**config.mk**
```make
export PLATFORM = sky130hd
export DESIGN_NAME = alu_cmd_initiator
export DESIGN_NICKNAME = d
export VERILOG_FILES = /design/src/rtl/alu_pkg.sv /design/src/rtl/alu_cmd_fifo.sv /design/src/rtl/alu_cmd_initiator.sv
export SDC_FILE = /design/constraint.sdc
export NUM_CORES = 1
export LEC_CHECK = 0
export CORE_ASPECT_RATIO = 0.8
export CORE_UTILIZATION = 36
export DETAILED_ROUTE_END_ITERATION = 10
export SETUP_SLACK_MARGIN = 0.1
export SYNTH_ARGS = -nofsm -noshare
export SYNTH_HDL_FRONTEND = slang
export SYNTH_SLANG_ARGS = --single-unit
```
**constraint.sdc**
```tcl
create_clock -name clk -period 2.3 [get_ports clk]
set_clock_uncertainty 0.15 [all_clocks]
set_input_delay 0.23 -clock clk [delete_from_list [all_inputs] [get_ports clk]]
set_output_delay 0.23 -clock clk [all_outputs]
set_load 0.01 [all_outputs]
```
**src/rtl/alu_pkg.sv**
```systemverilog
// Shared types for the ALU command initiator: opcodes, FSM states and the
// command record carried through the command FIFO.
package alu_pkg;

    typedef enum logic [2:0] {
        ALU_NOP = 3'd0,
        ALU_ADD = 3'd1,
        ALU_AND = 3'd2,
        ALU_XOR = 3'd3,
        ALU_MUL = 3'd4,
        ALU_RST = 3'd7
    } alu_op_e;

    typedef enum logic [1:0] {
        S_IDLE  = 2'd0,
        S_ISSUE = 2'd1,
        S_NOP   = 2'd2,
        S_GAP   = 2'd3
    } alu_state_e;

    typedef struct packed {
        alu_op_e    op;
        logic [7:0] a;
        logic [7:0] b;
    } alu_cmd_t;

    localparam int unsigned CNT_W = 8;

endpackage

```
**src/rtl/alu_cmd_fifo.sv**
```systemverilog
// Command FIFO holding alu_cmd_t entries; pointers carry one extra wrap bit
// so full and empty are distinguishable without a separate count.
module alu_cmd_fifo
    import alu_pkg::*;
#(
    parameter int unsigned DEPTH = 4
)
(
    input  logic     clk,
    input  logic     reset_n,
    input  logic     push,
    input  alu_cmd_t push_data,
    input  logic     pop,
    output alu_cmd_t pop_data,
    output logic     full,
    output logic     empty
);

    localparam int unsigned AW = $clog2(DEPTH);

    alu_cmd_t       mem_q [DEPTH];
    alu_cmd_t       mem_d [DEPTH];
    logic [AW:0]    wr_ptr_q, wr_ptr_d;
    logic [AW:0]    rd_ptr_q, rd_ptr_d;
    logic           push_ok, pop_ok;

    assign empty    = (wr_ptr_q == rd_ptr_q);
    assign full     = (wr_ptr_q[AW] != rd_ptr_q[AW]) &&
                      (wr_ptr_q[AW-1:0] == rd_ptr_q[AW-1:0]);
    assign pop_data = mem_q[rd_ptr_q[AW-1:0]];

    // A write into a full FIFO is legal only when the head leaves the same cycle.
    assign pop_ok  = pop && !empty;
    assign push_ok = push && (!full || pop_ok);

    always_comb begin
        mem_d    = mem_q;
        wr_ptr_d = wr_ptr_q;
        rd_ptr_d = rd_ptr_q;
        if (push_ok) begin
            mem_d[wr_ptr_q[AW-1:0]] = push_data;
            wr_ptr_d = wr_ptr_q + {{AW{1'b0}}, 1'b1};
        end
        if (pop_ok) begin
            rd_ptr_d = rd_ptr_q + {{AW{1'b0}}, 1'b1};
        end
    end

    always_ff @(posedge clk or negedge reset_n) begin
        if (!reset_n) begin
            wr_ptr_q <= '0;
            rd_ptr_q <= '0;
            for (int i = 0; i < int'(DEPTH); i++) begin
                mem_q[i] <= '0;
            end
        end else begin
            wr_ptr_q <= wr_ptr_d;
            rd_ptr_q <= rd_ptr_d;
            mem_q    <= mem_d;
        end
    end

endmodule

```
**src/rtl/alu_cmd_initiator.sv**
```systemverilog
// Pops queued commands and drives them to an ALU with a start/done handshake,
// returning one response per non-NOP command (result or timeout).
module alu_cmd_initiator
    import alu_pkg::*;
#(
    parameter int unsigned FIFO_DEPTH  = 4,
    parameter int unsigned TIMEOUT_CKS = 64
)
(
    input  logic        clk,
    input  logic        reset_n,
    input  logic        cmd_valid,
    output logic        cmd_ready,
    input  logic [2:0]  cmd_op,
    input  logic [7:0]  cmd_a,
    input  logic [7:0]  cmd_b,
    output logic        start,
    output logic [2:0]  op,
    output logic [7:0]  A,
    output logic [7:0]  B,
    input  logic        done,
    input  logic [15:0] result,
    output logic        rsp_valid,
    output logic [15:0] rsp_result,
    output logic        rsp_timeout,
    output logic        proto_err,
    output alu_state_e  dbg_state
);

    localparam logic [CNT_W-1:0] TO_LIMIT = CNT_W'(TIMEOUT_CKS);

    alu_state_e       state_q, state_d;
    logic             start_q, start_d;
    logic [2:0]       op_q, op_d;
    logic [7:0]       a_q, a_d;
    logic [7:0]       b_q, b_d;
    logic [CNT_W-1:0] cnt_q, cnt_d;
    logic             rsp_valid_q, rsp_valid_d;
    logic [15:0]      rsp_result_q, rsp_result_d;
    logic             rsp_timeout_q, rsp_timeout_d;
    logic             proto_err_q, proto_err_d;
    logic             ready_en_q;

    alu_cmd_t         cmd_in, cmd_head;
    logic             fifo_push, fifo_pop, fifo_full, fifo_empty;
    logic [CNT_W-1:0] cnt_inc;

    assign cmd_in    = '{op: alu_op_e'(cmd_op), a: cmd_a, b: cmd_b};
    // Keeps cmd_ready low while reset is held and for the edge it releases on.
    assign cmd_ready = ready_en_q && (!fifo_full || fifo_pop);
    assign fifo_push = cmd_valid && cmd_ready;
    assign cnt_inc   = cnt_q + {{(CNT_W-1){1'b0}}, 1'b1};

    alu_cmd_fifo #(
        .DEPTH (FIFO_DEPTH)
    ) u_fifo (
        .clk       (clk),
        .reset_n   (reset_n),
        .push      (fifo_push),
        .push_data (cmd_in),
        .pop       (fifo_pop),
        .pop_data  (cmd_head),
        .full      (fifo_full),
        .empty     (fifo_empty)
    );

    always_comb begin
        state_d       = state_q;
        start_d       = start_q;
        op_d          = op_q;
        a_d           = a_q;
        b_d           = b_q;
        cnt_d         = cnt_q;
        rsp_valid_d   = 1'b0;
        rsp_result_d  = rsp_result_q;
        rsp_timeout_d = 1'b0;
        fifo_pop      = 1'b0;
        proto_err_d   = proto_err_q | (done & ~start_q);

        case (state_q)
            S_IDLE: begin
                if (!fifo_empty) begin
                    fifo_pop = 1'b1;
                    op_d     = cmd_head.op;
                    a_d      = cmd_head.a;
                    b_d      = cmd_head.b;
                    start_d  = 1'b1;
                    cnt_d    = '0;
                    state_d  = (cmd_head.op == ALU_NOP) ? S_NOP : S_ISSUE;
                end
            end
            S_ISSUE: begin
                cnt_d = cnt_inc;
                // done wins over a timeout that lands in the same cycle.
                if (done) begin
                    start_d      = 1'b0;
                    rsp_valid_d  = 1'b1;
                    rsp_result_d = result;
                    state_d      = S_GAP;
                end else if (cnt_inc == TO_LIMIT) begin
                    start_d       = 1'b0;
                    rsp_valid_d   = 1'b1;
                    rsp_timeout_d = 1'b1;
                    rsp_result_d  = '0;
                    state_d       = S_GAP;
                end
            end
            S_NOP: begin
                start_d = 1'b0;
                state_d = S_GAP;
            end
            S_GAP: begin
                state_d = S_IDLE;
            end
            default: begin
                start_d = 1'b0;
                state_d = S_IDLE;
            end
        endcase
    end

    always_ff @(posedge clk or negedge reset_n) begin
        if (!reset_n) begin
            state_q       <= S_IDLE;
            start_q       <= 1'b0;
            op_q          <= '0;
            a_q           <= '0;
            b_q           <= '0;
            cnt_q         <= '0;
            rsp_valid_q   <= 1'b0;
            rsp_result_q  <= '0;
            rsp_timeout_q <= 1'b0;
            proto_err_q   <= 1'b0;
            ready_en_q    <= 1'b0;
        end else begin
            state_q       <= state_d;
            start_q       <= start_d;
            op_q          <= op_d;
            a_q           <= a_d;
            b_q           <= b_d;
            cnt_q         <= cnt_d;
            rsp_valid_q   <= rsp_valid_d;
            rsp_result_q  <= rsp_result_d;
            rsp_timeout_q <= rsp_timeout_d;
            proto_err_q   <= proto_err_d;
            ready_en_q    <= 1'b1;
        end
    end

    assign start       = start_q;
    assign op          = op_q;
    assign A           = a_q;
    assign B           = b_q;
    assign rsp_valid   = rsp_valid_q;
    assign rsp_result  = rsp_result_q;
    assign rsp_timeout = rsp_timeout_q;
    assign proto_err   = proto_err_q;
    assign dbg_state   = state_q;

endmodule

```
# ---- After elaboration in Yosys (flattened, before gate mapping)
# Index checks and enable logic that the tools add are counted.
dict set report word_totals {
  input_bits 39
  register_bits 132
  out_inout_bits 42
  elab_cells 92
}
dict set report classes {
  n_reduce_logical 20
  eq_ne 9
  bitwise_logic 6
  n_addsub 3
  n_lt_le_gt_ge 3
  n_mux 26
}
# cell count
set ops {}
lappend ops {{$bwmux 76} 1}
lappend ops {{$mux 19} 3}
lappend ops {{$bmux 19 s2} 1}
lappend ops {{$demux 19 s2} 1}
lappend ops {{$mux 16} 2}
lappend ops {{$pmux 8 s2} 1}
lappend ops {{$mux 1} 10}
lappend ops {{$add 8x1->8 const B} 1}
lappend ops {{$eq 8x7->1 const B} 1}
lappend ops {{$mux 2} 4}
lappend ops {{$mux 8} 1}
lappend ops {{$pmux 2 s4} 1}
lappend ops {{$reduce_and 2->1} 4}
lappend ops {{$add 3x1->3 const B} 2}
lappend ops {{$ge 3x3->1 const B} 2}
lappend ops {{$logic_and 1x1->1} 6}
lappend ops {{$not 2->3} 2}
lappend ops {{$eq 2x2->1 const B} 2}
lappend ops {{$reduce_bool 2->1} 2}
lappend ops {{$eq 3x3->1} 1}
lappend ops {{$logic_not 3->1} 1}
lappend ops {{$lt 3x1->1 const B} 1}
lappend ops {{$ne 3x3->1 const B} 1}
lappend ops {{$pmux 1 s3} 1}
lappend ops {{12 further kinds} 15}

# ---- Depth between registers and ports, before layout
dict set report logic_depth {
  depth_word 8
  depth_mapped 8
  depth_no_buf 7
}

# ---- Hierarchy
# Synthesis repeated with hierarchy kept, for this count alone.
dict set report unflattened {
  cells_unflattened 498
  area_unflattened_um2 6238.5
}
# mod area_each_um2 instances seq_area_each_um2 cells_per_inst
set modules_own_cells {}
lappend modules_own_cells {alu_cmd_fifo 3778.6 1 2052.0 224}
lappend modules_own_cells {alu_cmd_initiator 2459.9 1 1251.2 274}

# ---- Worst setup path before layout
# No wires, ideal clock.
dict set report synth_path {
  path_type {register -> register}
  startpoint {register state_q[0] (netlist: dbg_state[0])}
  endpoint {register u_fifo.mem_q[19] in the netlist's numbering}
  path_stages_with_launch 8
  setup_time_ns 0.128
  t_required_ns 2.022
  arrival_time_ns 1.952
  period_less_slack_ns 2.230
  path_buffers 1
  setup_slack_ns 0.070
  cell_sequence {dfrtp_1 > inv_1 > ha_1 > nor4_4 > nor2_8 > nand2_4 > buf_4 > mux2_1}
}
dict set report synth_via {
  elab_chain_cells 6
  elab_cells_between_ends 8
  cone_classes {mux: 1; reduce/logical: 7}
}
# element line
set synth_rtl {}
lappend synth_rtl {{from (decl)} alu_cmd_initiator.sv:32} ;# alu_state_e state_q, state_d;
lappend synth_rtl {{from (signal assigned)} alu_cmd_initiator.sv:136} ;# state_q <= state_d;
lappend synth_rtl {{$logic_not 2->1 *} alu_cmd_initiator.sv:80} ;# case (state_q)
lappend synth_rtl {{$mux 1 *} alu_cmd_initiator.sv:80}
lappend synth_rtl {{$logic_or 1x1->1} alu_cmd_initiator.sv:50} ;# assign cmd_ready = ready_en_q && (!fifo_full || fifo_pop);
lappend synth_rtl {{$logic_and 1x1->1} alu_cmd_initiator.sv:50}
lappend synth_rtl {{$logic_and 1x1->1} alu_cmd_initiator.sv:51} ;# assign fifo_push = cmd_valid && cmd_ready;
lappend synth_rtl {{$logic_and 1x1->1 *} alu_cmd_fifo.sv:34} ;# assign push_ok = push && (!full || pop_ok);
lappend synth_rtl {{to (signal assigned)} alu_cmd_fifo.sv:59} ;# mem_q <= mem_d;
lappend synth_rtl {{to (decl)} alu_cmd_fifo.sv:21} ;# alu_cmd_t mem_q [DEPTH];
# Mark *: on every way between the ends. The rest lies on a longest branch, timed or not.
# A chain may end at the register's enable or synchronous reset.

# ---- Worst setup path in the final report
dict set report layout_path {
  startpoint {register cnt_q[0]}
  endpoint {register state_q[1] (netlist: dbg_state[1])}
}
dict set report layout_via {
  elab_chain_cells 4
}
# element line
set layout_rtl {}
lappend layout_rtl {{from (decl)} alu_cmd_initiator.sv:37} ;# logic [CNT_W-1:0] cnt_q, cnt_d;
lappend layout_rtl {{from (signal assigned)} alu_cmd_initiator.sv:141} ;# cnt_q <= cnt_d;
lappend layout_rtl {{$add 8x1->8} alu_cmd_initiator.sv:52} ;# assign cnt_inc = cnt_q + {{(CNT_W-1){1'b0}}, 1'b1};
lappend layout_rtl {{$eq 8x7->1} alu_cmd_initiator.sv:100} ;# end else if (cnt_inc == TO_LIMIT) begin
lappend layout_rtl {{$ne 3x3->1 (no source line)} --}
lappend layout_rtl {{$reduce_and 2->1 (no source line)} --}
# Every way passes these cells.

==> impl_metrics.py <==
metrics = {
    "layout": {
        "final_area_sq_mm": 0.00774,
        "num-nets-final": 544,
        "drive_gt1_share_pct": 29.6,
        "num_antenna_cells": 0,
        "syn_to_final_growth_pct": 32.8,
    },
    "drt": {
        "drt-total-wl_microns": 12200,
        "drtIter0Drc": 91,
        "via_count": 3548,
        "firstDrtPassIters": 4,
        "vias_per_cell": 4.92,
        "wl_per_cell_microns": 16.9,
        "ant_nets": 0,
        "drc": 0,
    },
    "clocking": {
        "clk_latency_ns": 0.41,
        "cts_buffers": 17,
        "cts_max_level": 4,
        "path_clk_slew_ns": 0.06,
        "cts_tree": "built",
        "clock-sinks": 132,
        "ctsLongestPathBuffers": 2,
        "cts_root_buffer": "clkbuf_16",
    },
    "job": {
        "drv_cap": 0,
    },
    "worst_setup_path": {
        "cp_max_fo": 7,
        "crit_start": "cnt_q[0]$_DFFE_PN0P_",
        "arrival_ns": 2.33,
        "critPathLaunchType": "register",
        "endpoint_kind": "register",
        "path_class": "reg2reg",
        "r2r-start": "cnt_q[0]$_DFFE_PN0P_",
        "cp_data_required_time_ns": 2.43,
    },
    "global_routing": {
        "overflow": 0,
        "grt_max_degree": 60,
        "grt_pass1_wl_microns": 19500,
        "grt_pass1_vias": 3795,
        "track_usage_pct": 15.7,
        "antenna_found_initial": 1,
    },
    "floorplan": {
        "start_util_pct": 36.9,
        "core_sq_mm": 0.0158,
        "fp.dieW_microns": 144,
        "pin_count": 81,
        "dieArea_sq_mm": 0.0167,
        "die_h_microns": 116,
        "num_rows": 41,
    },
    "sta": {
        "layout_min_cycle_time_ns": 2.20,
        "fin_crit_sh_pct": 95.8,
        "fmax_ghz": 0.454,
        "finalSetupTns_ns": 0,
        "setup_viol": 0,
        "slew-limit-headroom_pct": 61.6,
        "drv_slew": 0,
        "tightest_slew_ns": 0.576,
        "finalHoldViolCount": 0,
        "rsz0062_at_grt": "yes",
    },
    "yosys": {
        "synthesis.nets": 437,
        "synthTopCellsByArea": "dfrtp_1 57%, mux2_2 11%, mux2_1 7.9%",
        "ys_seq_elements": 132,
        "synth_top_area_share_pct": 56.6,
        "synth_edf_count": 0,
        "post-synth-top-count-cell": "dfrtp_1",
        "synth_cell_types": 43,
        "synth_top_area_cell": "dfrtp_1",
        "ys_top_cells_by_count": "132 x dfrtp_1, 55 x mux2_2, 41 x mux2_1, 18 x nand2_1, 17 x a22o_1",
        "synth_cells": 387,
        "async_reset_ff_share_pct": 100,
        "yosys_most_used_dff": "dfrtp_1",
        "syn_avg_cell_area_sq_um": 15.1,
        "syn_area_sq_mm": 0.00583,
        "ys_seq_area_share_pct": 56.6,
        "yosys_warnings": 0,
    },
    "power_and_ir_drop": {
        "power_density_mw_per_mm2": 1420,
        "ir_drop_v": 0.000754,
        "p_leak_uw": 0.00331,
    },
    "placement": {
        "port_buffers": 80,
        "postPlaceCellArea_sq_mm": 0.00696,
        "gp_congestion": 0.803,
        "hpwl_microns": 7770,
    },
    "hold_path": {
        "min_path_type": "in2async",
    },
    "run_status": {
        "outcome": "finished, final reports clean",
    },
}
critical path, stage by stage, from the launching register on:
cell     delay [ns]
dfrtp_2        0.47
and3_4         0.22
nand3_4        0.10
mux2i_2        0.20
nor4_4         0.36
buf_4          0.18
o21ai_2        0.07
mux2_1         0.32
report_power, final:
part | internal (uW) | switching, uW
clock network | 1560 | 947
logic | 2610 | 1790
registers | 3440 | 639
sequential cells by signal, indices dropped and copies added (netlist names):
register,flops
u_fifo.mem_q,76
rsp_result,16
A,8
B,8
cnt_q,8
op,3
u_fifo.rd_ptr_q,3
u_fifo.wr_ptr_q,3
dbg_state,2
proto_err,1
ready_en_q,1
rsp_timeout,1
rsp_valid,1
start,1
layout by cell type (no fill, tap or decap), drive strengths merged, types with 2 or more instances in the layout:
cell type,instances
nand2b,2
and2,3
clkbuf,25
nand2,21
nand3,5
mux2,96
nor2,7
mux2i,4
inv,9
a21oi,2
ha,11
mux4,19
clkdlybuf4s50,78
xnor2,7
clkinvlp,2
nor3b,2
nor4,2
dfrtp,132
a22o,17
nor3,3
clkinv,5
xor2,3
o21ai,14
buf,23
worst paths after layout:
| check | endpoint | slack [ns] | cells past startpoint |
|---|---|---|---|
| setup / recovery | dbg_state[1]$_DFFE_PN0P_ | 0.1 | 7 |
| hold / removal | cnt_q[4]$_DFFE_PN0P_ | 0.09 | 2 |
| setup reg to reg | dbg_state[1]$_DFFE_PN0P_ | 0.1 | 7 |
| hold reg to reg | proto_err$_DFF_PN0_ | 0.33 | 1 |
| max in group asynchronous | u_fifo.mem_q[70]$_DFFE_PN0P_ | 1.32 | 3 |
| min in group clk | rsp_result[14]$_DFFE_PN0P_ | 0.28 | 2 |
metal layers:
layer  vias to the layer above  part of all wire [%]  GRT usage [%]
met5                         -                 0.090              0
li1                       1629                     -              -
met2                        76                    48           25.4
met4                         2                   1.2           6.11
met1                      1827                    45           19.7
met3                        14                   5.4           4.79
metrics by stage:
stage	std cells	utilization [%]	hold WS, ns	power [uW]	worst slack, ns
floorplan	387	-	-0.216	6710	0.210
finish	721	49.0	0.0858	11000	0.0955
CTS	714	47.9	0.0755	10900	0.115
detailed placement	679	44.0	-0.0524	8280	0.0379
global placement	679	44.0	-0.0554	8150	0.0919
global route	721	49.0	0.0930	11700	0.0257
repair_timing:
item	in CTS	in global routing
hold buffers	1	0
setup buffers	3	5
setup endpoints to repair	24	97
hold endpoints to repair	132	0
pin swaps	2	16
gates resized for setup	8	18
gates cloned	0	2
cells by family after synthesis:
group / synth area share [%]
flops: 56.6
mux: 27.0
simple gates: 5.56
compound gates: 4.59
buf+inv: 2.30
fa+ha+maj: 2.36
xor+xnor: 1.50
other cells: 0.0643
cell type report:
type                    count  area [sq um]
well taps                 215           269
fillers                  1381          8060
clock buffers              23           478
repair buffers            105          1080
clock inverters             8          77.6
multi-input cells         229          2500
flip-flops and latches    132          3310
inverters                   9          33.8
No activity file was read; power rests on OpenSTA's default activity.
